--- config.mk ---
export PLATFORM = sky130hd
export DESIGN_NAME = branch_predictor
export DESIGN_NICKNAME = d
export VERILOG_FILES = /design/src/rtl/branch_predictor.sv
export SDC_FILE = /design/constraint.sdc
export NUM_CORES = 1
export LEC_CHECK = 0
export CAP_MARGIN = 10
export CORE_UTILIZATION = 45
export CTS_CLUSTER_SIZE = 25
export DETAILED_ROUTE_END_ITERATION = 7
export DONT_BUFFER_PORTS = 1
export PLACE_DENSITY = 0.6
export SLEW_MARGIN = 10
export SYNTH_ARGS = -nofsm -noshare
export SYNTH_HDL_FRONTEND = slang
export SYNTH_SLANG_ARGS = --single-unit
--- constraint.sdc ---
create_clock -name clk -period 2.8 [get_ports clk]
set_input_delay 0.28 -clock clk [delete_from_list [all_inputs] [get_ports clk]]
set_output_delay 0.28 -clock clk [all_outputs]
set_load 0.05 [all_outputs]
--- src/rtl/branch_predictor.sv ---
// branch_predictor: bimodal / gshare direction predictor built from 2-bit
// saturating counters, with mispredict flagging and branch/mispredict counters.
module branch_predictor #(
  parameter int IDX_BITS = 6,
  parameter int GHR_BITS = 0
) (
  input  logic                clk,
  input  logic                rst,
  input  logic                pred_valid,
  input  logic [31:0]         pred_pc,
  output logic                pred_taken,
  output logic [IDX_BITS-1:0] pred_idx,
  input  logic                resolve_valid,
  input  logic [IDX_BITS-1:0] resolve_idx,
  input  logic                resolve_br_en,
  input  logic                resolve_pred_taken,
  output logic                mispredict,
  output logic [31:0]         branch_count,
  output logic [31:0]         mispredict_count
);

  localparam int ENTRIES = 1 << IDX_BITS;

  logic [1:0]          ctr_q [ENTRIES];
  logic [1:0]          ctr_cur_s;
  logic [1:0]          ctr_d;
  logic [IDX_BITS-1:0] ghr_ext_s;
  logic [31:0]         branch_count_q;
  logic [31:0]         branch_count_d;
  logic [31:0]         mispredict_count_q;
  logic [31:0]         mispredict_count_d;
  logic                mispredict_s;

  // The fetch hint only matters to the pipeline; the PC word-offset bits and
  // the upper PC bits never reach the index.
  logic unused_ok;
  assign unused_ok = ^{pred_valid, pred_pc[31:IDX_BITS+2], pred_pc[1:0]};

  // Global history is non-speculative: it shifts in every resolved outcome.
  generate
    if (GHR_BITS > 0) begin : g_ghr
      logic [GHR_BITS-1:0] ghr_q;
      logic [GHR_BITS-1:0] ghr_d;
      logic [GHR_BITS:0]   ghr_shift_s;

      assign ghr_shift_s = {ghr_q, resolve_br_en};
      assign ghr_d       = ghr_shift_s[GHR_BITS-1:0];
      assign ghr_ext_s   = IDX_BITS'(ghr_q);

      // History register: cleared by reset, shifted on each resolve.
      always_ff @(posedge clk) begin
        if (rst) begin
          ghr_q <= '0;
        end else if (resolve_valid) begin
          ghr_q <= ghr_d;
        end else begin
          ghr_q <= ghr_q;
        end
      end
    end else begin : g_no_ghr
      assign ghr_ext_s = '0;
    end
  endgenerate

  // Prediction reads the stored counter directly, so a same-cycle update to
  // the same entry is not bypassed and becomes visible one cycle later.
  assign pred_idx   = pred_pc[IDX_BITS+1:2] ^ ghr_ext_s;
  assign pred_taken = ctr_q[pred_idx][1];

  assign mispredict_s = resolve_valid & (resolve_br_en ^ resolve_pred_taken);
  assign mispredict   = mispredict_s;

  assign ctr_cur_s = ctr_q[resolve_idx];

  // Saturating increment on taken, saturating decrement on not-taken.
  always_comb begin
    ctr_d = ctr_cur_s;
    if (resolve_br_en) begin
      if (ctr_cur_s != 2'b11) begin
        ctr_d = ctr_cur_s + 2'b01;
      end else begin
        ctr_d = 2'b11;
      end
    end else begin
      if (ctr_cur_s != 2'b00) begin
        ctr_d = ctr_cur_s - 2'b01;
      end else begin
        ctr_d = 2'b00;
      end
    end
  end

  // Counter table: reset to weakly not-taken; only the resolved entry moves.
  always_ff @(posedge clk) begin
    if (rst) begin
      for (int i = 0; i < ENTRIES; i++) begin
        ctr_q[i] <= 2'b01;
      end
    end else if (resolve_valid) begin
      ctr_q[resolve_idx] <= ctr_d;
    end else begin
      ctr_q[resolve_idx] <= ctr_q[resolve_idx];
    end
  end

  // Next-state for the performance counters; both wrap naturally at 2**32.
  always_comb begin
    branch_count_d     = branch_count_q;
    mispredict_count_d = mispredict_count_q;
    if (resolve_valid) begin
      branch_count_d = branch_count_q + 32'd1;
    end else begin
      branch_count_d = branch_count_q;
    end
    if (mispredict_s) begin
      mispredict_count_d = mispredict_count_q + 32'd1;
    end else begin
      mispredict_count_d = mispredict_count_q;
    end
  end

  // Performance counter registers; reset wins over a concurrent resolve.
  always_ff @(posedge clk) begin
    if (rst) begin
      branch_count_q     <= 32'd0;
      mispredict_count_q <= 32'd0;
    end else begin
      branch_count_q     <= branch_count_d;
      mispredict_count_q <= mispredict_count_d;
    end
  end

  assign branch_count     = branch_count_q;
  assign mispredict_count = mispredict_count_q;

endmodule
==> flow_metrics.tcl, run 1 <==
set metrics [dict create \
    status "finished, violations left" \
    violations "negative setup slack" \
    diodes 0 \
    fillers 2055 \
    drive_gt1_share_pct 20.8 \
    fin_crit_ps 2840 \
    root_buffer "clkbuf_16" \
    rows 55 \
    drtIter0Drc 688 \
    drcViolationCount 0 \
    worst_pin_slew_ps 789 \
    hold_slack_ps 58.5 \
    grt_pass1_wl_um 42500 \
    die_y_um 154 \
    place_congestion 0.837 \
    total_power_mw 6.37 \
    synth_edf_count 128 \
    coreArea_um2 22600 \
    overflow 0 \
    finalMaxSlewViolations 0 \
    clockBufferDepth 2 \
    fin_util_pct 52.3 \
    initial_utilization_pct 45.9 \
    avgRoutedWirePerCell_um 20.7 \
    max_clock_freq_ghz 0.352 \
    place_hpwl_um 17500 \
    drv_cap 0 \
    insertion_delay_ps 440 \
    syn2layout_area_growth_pct 14.0 \
    yosysWarnings 0 \
    synth.avg_cell_area_um2 10.6 \
    first_global_vias 7681 \
    via_per_inst 5.93 \
    cts_tree "done" \
    io_pins 116 \
    fin_setup_tns_ps -37.0 \
    portBuffers 0 \
    hold_viol 0 \
    seq_area_um2 5120 \
    slew_headroom_pct 47.0 \
    rsz0062_at_grt "true" \
    first_pass_iters 5 \
    final_net_count 1046 \
    worstSetupPathType "reg -> out" \
    final.period_utilization_pct 101 \
    synth_area_um2 10400 \
    finClkSkew_ps 12.8 \
    cts_buffers 17 \
    antenna_found_initial 0 \
    vias 7701 \
    ys.flop_type "edfxtp_1" \
    pwr_density_cell_nw_per_um2 539 \
    ys_seq_area_share_pct 49.5 \
    setup_viol 1 \
    leakage_nw 3.91 \
    synth_top_cell_by_area "edfxtp_1" \
    grt.total_usage_pct 23.5 \
    numClockSinks 192 \
    grt_max_degree 72 \
    cp.required_ps 2520 \
    synthDistinctLibCells 58 \
    postSynthCellCount 976 \
    cp_max_fo 2 \
    dieArea_um2 23600 \
    antenna_left 0 \
    critical_path_arrival_ps 2560 \
    htreeDepth 4 \
    irDropWorstVdd_mv 0.421 \
    synth-async-reset-ratio_pct 0 \
    post-place-ws_ps 15.8 \
    crit_path_start_kind "flop" \
    path_clk_slew_ps 70 \
    synthTopCellsByArea "edfxtp_1 37%, dfxtp_1 12%, mux4_2 8.9%" \
    multiInputGateArea_um2 4820 \
    die_x_um 154 \
    layout_setup_ws_ps -37.0 \
    ys_ff_latch 192 \
    synth.net_count 1022 \
    crit_path_end_kind "output pin" \
    yosys.area.top_type_share_pct 37.1 \
    wirelength_um 26900 \
    hold_class "in -> reg" \
]
## through the flow
step | std cells | area (µm²)
after floorplan | 976 | 10400
after global placement | 1263 | 11100
after detailed placement | 1263 | 11100
after CTS | 1297 | 11800
after global routing | 1298 | 11800
final | 1298 | 11800
## placed cells by master, fill, tap and decap left out, types with 11 or more instances in the layout
cell type  instances
xnor2_1           11
nand2b_1          66
nand2_1          101
clkbuf_16         19
nand4_1           14
nor2_1           130
o21ai_1           37
buf_4             85
a21oi_1           43
xor2_1            46
nand3_1           28
o2111ai_2         25
and3_1            12
dfxtp_1           64
edfxtp_1         128
mux4_2            41
## power by group
part,switching [mW],internal [mW]
logic,0.461,0.299
clock network,1.15,1.36
registers,0.0280,3.06
## layout make-up
cell class | instances | area share (%)
clock buffers | 22 | 4.29
clock inverters | 10 | 0.880
inverters | 10 | 0.318
multi-input cells | 682 | 40.8
flip-flops and latches | 192 | 43.4
well taps | 285 | 3.02
repair buffers | 97 | 7.27
## sequential cells by signal, summed over array words and instances (netlist names)
signal	count
ctr_q	128
branch_count	32
mispredict_count	32
## path summary, 6_finish.rpt
| check | startpoint | depth (start not counted) | slack (ps) | endpoint |
|---|---|---|---|---|
| setup / recovery | ctr_q[15][1] | 3 | -40 | pred_taken |
| hold / removal | resolve_valid | 3 | 60 | branch_count[2] |
| setup reg to reg | ctr_q[37][0] | 8 | 140 | ctr_q[22][0] |
| hold reg to reg | branch_count[9] | 3 | 560 | branch_count[9] |
## what timing repair did
| item | in CTS | in global routing |
|---|---|---|
| setup endpoints to repair | 2 | 71 |
| pin swaps | 0 | 3 |
| setup buffers | 0 | 1 |
| endpoints found under the hold margin | 64 | 0 |
| gates cloned | 0 | 0 |
| hold buffers | 2 | 0 |
| resized for setup | 1 | 5 |
## cells in the mapped netlist (4+ instances only)
library cell  number
a21o_1             5
a21oi_1           44
a22oi_1            6
a311oi_1           4
a31oi_1            5
and2_1             5
and3_1            12
and3b_1            6
and4_1             6
buf_1             10
buf_2             18
buf_4              9
buf_6              4
clkbuf_1          51
dfxtp_1           64
edfxtp_1         128
inv_1              8
mux2i_1            6
mux4_2            41
nand2_1          102
nand2b_1          66
nand3_1           28
nand4_1           14
nor2_1           131
nor3_1            10
nor3b_1            6
nor4_1            11
o2111ai_1          4
o2111ai_2         25
o21ai_0           10
o21ai_1           36
or3_1              6
xnor2_1           11
xor2_1            46
## kinds of logic (layout without fill, tap and decap cells)
logic type,count (synthesis),in the layout,share of synthesized area [%]
and+or+nand+nor,414,414,19.4
DFF,192,192,49.5
AOI/OAI and AO/OA,158,158,11.6
buffers and inverters,102,139,4.53
xor gates and xnor gates,57,57,4.82
muxes,50,50,9.82
adders and majority gates,3,3,0.374
## metal layers
metal  wire length [µm]  track usage [%]
met1              11400             31.0
met2              12900             38.6
met3               2230             5.52
met4                418             6.81
met5                  0                0
## critical path, cell delays in order, from the launching register on
cell and delay (ps):
edfxtp_1 420, mux4_2 490, mux4_2 560, mux4_2 650
(Power assumes the default switching activity.)
==> run 2: changes to the inputs <==
--- a/config.mk
+++ b/config.mk
@@ -6,11 +6,11 @@
 export NUM_CORES = 1
 export LEC_CHECK = 0
 export CAP_MARGIN = 10
-export CORE_UTILIZATION = 45
+export CORE_UTILIZATION = 35
 export CTS_CLUSTER_SIZE = 25
 export DETAILED_ROUTE_END_ITERATION = 7
 export DONT_BUFFER_PORTS = 1
-export PLACE_DENSITY = 0.6
+export PLACE_DENSITY = 0.49
 export SLEW_MARGIN = 10
 export SYNTH_ARGS = -nofsm -noshare
 export SYNTH_HDL_FRONTEND = slang
==> run 2 against run 1 <==
  * The flow still finishes with violations (negative setup slack)
  * Core utilization fell by 11 points
  * Maximum frequency decreased by 0.79%
  * Non-clock buffer count is 2 lower
  * Critical path type unchanged
  * Clock-buffer cell count is 3 lower
  * Total power is 0.32% lower
==> flow_metrics.tcl, run 2 (same netlist as run 1, synthesis figures left out) <==
set metrics [dict create \
    status "finished, violations left" \
    violations "negative setup slack" \
    clockBufferDepth 2 \
    antenna_found_initial 0 \
    rows 62 \
    path_clk_slew_ps 80 \
    diodes 0 \
    via_per_inst 5.45 \
    rsz0062_at_grt "true" \
    io_pins 116 \
    initial_utilization_pct 35.8 \
    final_common_cell "nor2_1" \
    hold_depth 2 \
    root_buffer "clkbuf_16" \
    cp_top_family "multiplexers" \
    r2r_start "ctr_q[62][0]" \
    largest_register_ffs 128 \
    grt_pass1_wl_um 44300 \
    r2r_slack_ps 100 \
    stdcell_count 1395 \
    antenna_left 0 \
    insertion_delay_ps 440 \
    r2r-end "ctr_q[44][0]" \
    holdPathEnd "ctr_q[51][0]" \
    fin_setup_tns_ps -59.7 \
    place_inst 1356 \
    final_net_count 1044 \
    avgRoutedWirePerCell_um 20.8 \
    vias 7609 \
    final_cell_mix "130 x nor2_1, 128 x edfxtp_1, 102 x nand2_1" \
    first_pass_iters 5 \
    crit_buf_inv 0 \
    cp_slowest_cell "mux4_2" \
    cp_common_cell "mux4_2" \
    rr_worst_depth 8 \
    crit_path_end_kind "output pin" \
    dieArea_um2 30300 \
    finalMaxSlewViolations 0 \
    die_y_um 174 \
    leakage_nw 3.89 \
    seq_area_um2 5120 \
    worst_pin_slew_ps 779 \
    setup_viol 1 \
    pwr_density_cell_nw_per_um2 534 \
    layout_setup_ws_ps -59.7 \
    cts_tree "done" \
    numClockSinks 192 \
    grt.total_usage_pct 19.2 \
    hold_viol 0 \
    wirelength_um 29000 \
    drcViolationCount 0 \
    place_congestion 0.819 \
    syn2layout_area_growth_pct 14.8 \
    coreArea_um2 28900 \
    cp_cell_sequence "mux4_2, mux4_2, mux4_2" \
    critPathMaxStageDelay_ps 650 \
    cp.required_ps 2520 \
    worstSetupPathType "reg -> out" \
    drv_cap 0 \
    critical_path_arrival_ps 2580 \
    drive_gt1_share_pct 21.0 \
    first_global_vias 7510 \
    hold_class "in -> reg" \
    grt_max_degree 72 \
    min_from "rst" \
    htreeDepth 4 \
    overflow 0 \
    cp_max_fo 2 \
    final.period_utilization_pct 102 \
    drtIter0Drc 531 \
    multiInputGateArea_um2 4840 \
    fin_crit_ps 2860 \
    place_hpwl_um 18700 \
    irDropWorstVdd_mv 0.338 \
    slew_headroom_pct 47.9 \
    fillers 2834 \
    finClkSkew_ps 17.8 \
    hold_slack_ps 64.6 \
    crit_path_start_kind "flop" \
    die_x_um 174 \
    portBuffers 0 \
    cts_buffers 17 \
    max_clock_freq_ghz 0.350 \
    largest_register "ctr_q" \
]
==> run 2: changes by cell type in the layout (fill, tap and decap cells not counted), sizes merged <==
cell	previous run	this run
inv	13	18
clkinv	4	5
clkbuf	22	21
bufinv	1	0
clkinvlp	2	0
buf	96	92
==> run 2: area by class of cell <==
| type | instances | share of cell area, % |
|---|---|---|
| sequential | 192 | 43.1 |
| multi-input combinational | 682 | 40.7 |
| timing repair buffer | 95 | 6.93 |
| tap | 384 | 4.04 |
| clock buffer | 19 | 3.82 |
| clock inverter | 13 | 1.13 |
| inverter | 10 | 0.316 |
==> run 2: power breakdown <==
part | internal [mW] | total (mW) | switching (mW)
clock network | 1.25 | 2.49 | 1.24
registers | 3.06 | 3.09 | 0.0323
logic | 0.282 | 0.762 | 0.480
==> run 2: how the worst max path moves through the flow <==
stage / from / end / slack (ps) / cells after the start
finish: ctr_q[35][1] / pred_taken / -60 / 3
global route: ctr_q[35][1] / pred_taken / -80 / 3
CTS: ctr_q[35][1] / pred_taken / -80 / 3
detailed placement: ctr_q[62][0] / ctr_q[44][0] / 70 / 8
global placement: ctr_q[62][0] / ctr_q[63][0] / 90 / 8
floorplan: pred_pc[2] / pred_taken / 7 / 5
==> run 2: metrics by stage <==
stage	setup slack (ps)	util (%)	power, mW	area (µm²)
after floorplan	6.94	-	3.70	10400
after global placement	90.4	38.6	3.85	11200
after detailed placement	69.4	38.6	3.85	11200
after CTS	-75.2	40.8	6.35	11800
after global routing	-83.9	41.1	6.53	11900
final	-59.7	41.1	6.35	11900
==> run 2: worst reg2reg max path: stages, from the launching register on <==
cell	delay [ps]
edfxtp_1	380
mux4_2	530
a22oi_2	200
nand2_1	110
a2111oi_4	380
nand2_2	130
maj3_4	430
buf_12	190
o2111ai_2	180
==> run 2: routing by layer <==
layer	wire length (µm)	global-route usage, %	share of wire (%)
met3	2070	4.75	7.1
met1	12900	25.5	44
met4	350	4.50	1.2
met5	0	0	0
met2	13700	31.3	47
==> run 2: what timing repair did <==
action / CTS / global route
pin swaps: 0 / 4
endpoints found under the hold margin: 64 / 0
gates resized for setup: 0 / 5
hold buffers: 2 / 0
endpoints found under the setup margin: 1 / 44
setup buffers: 0 / 3
gates cloned: 0 / 2
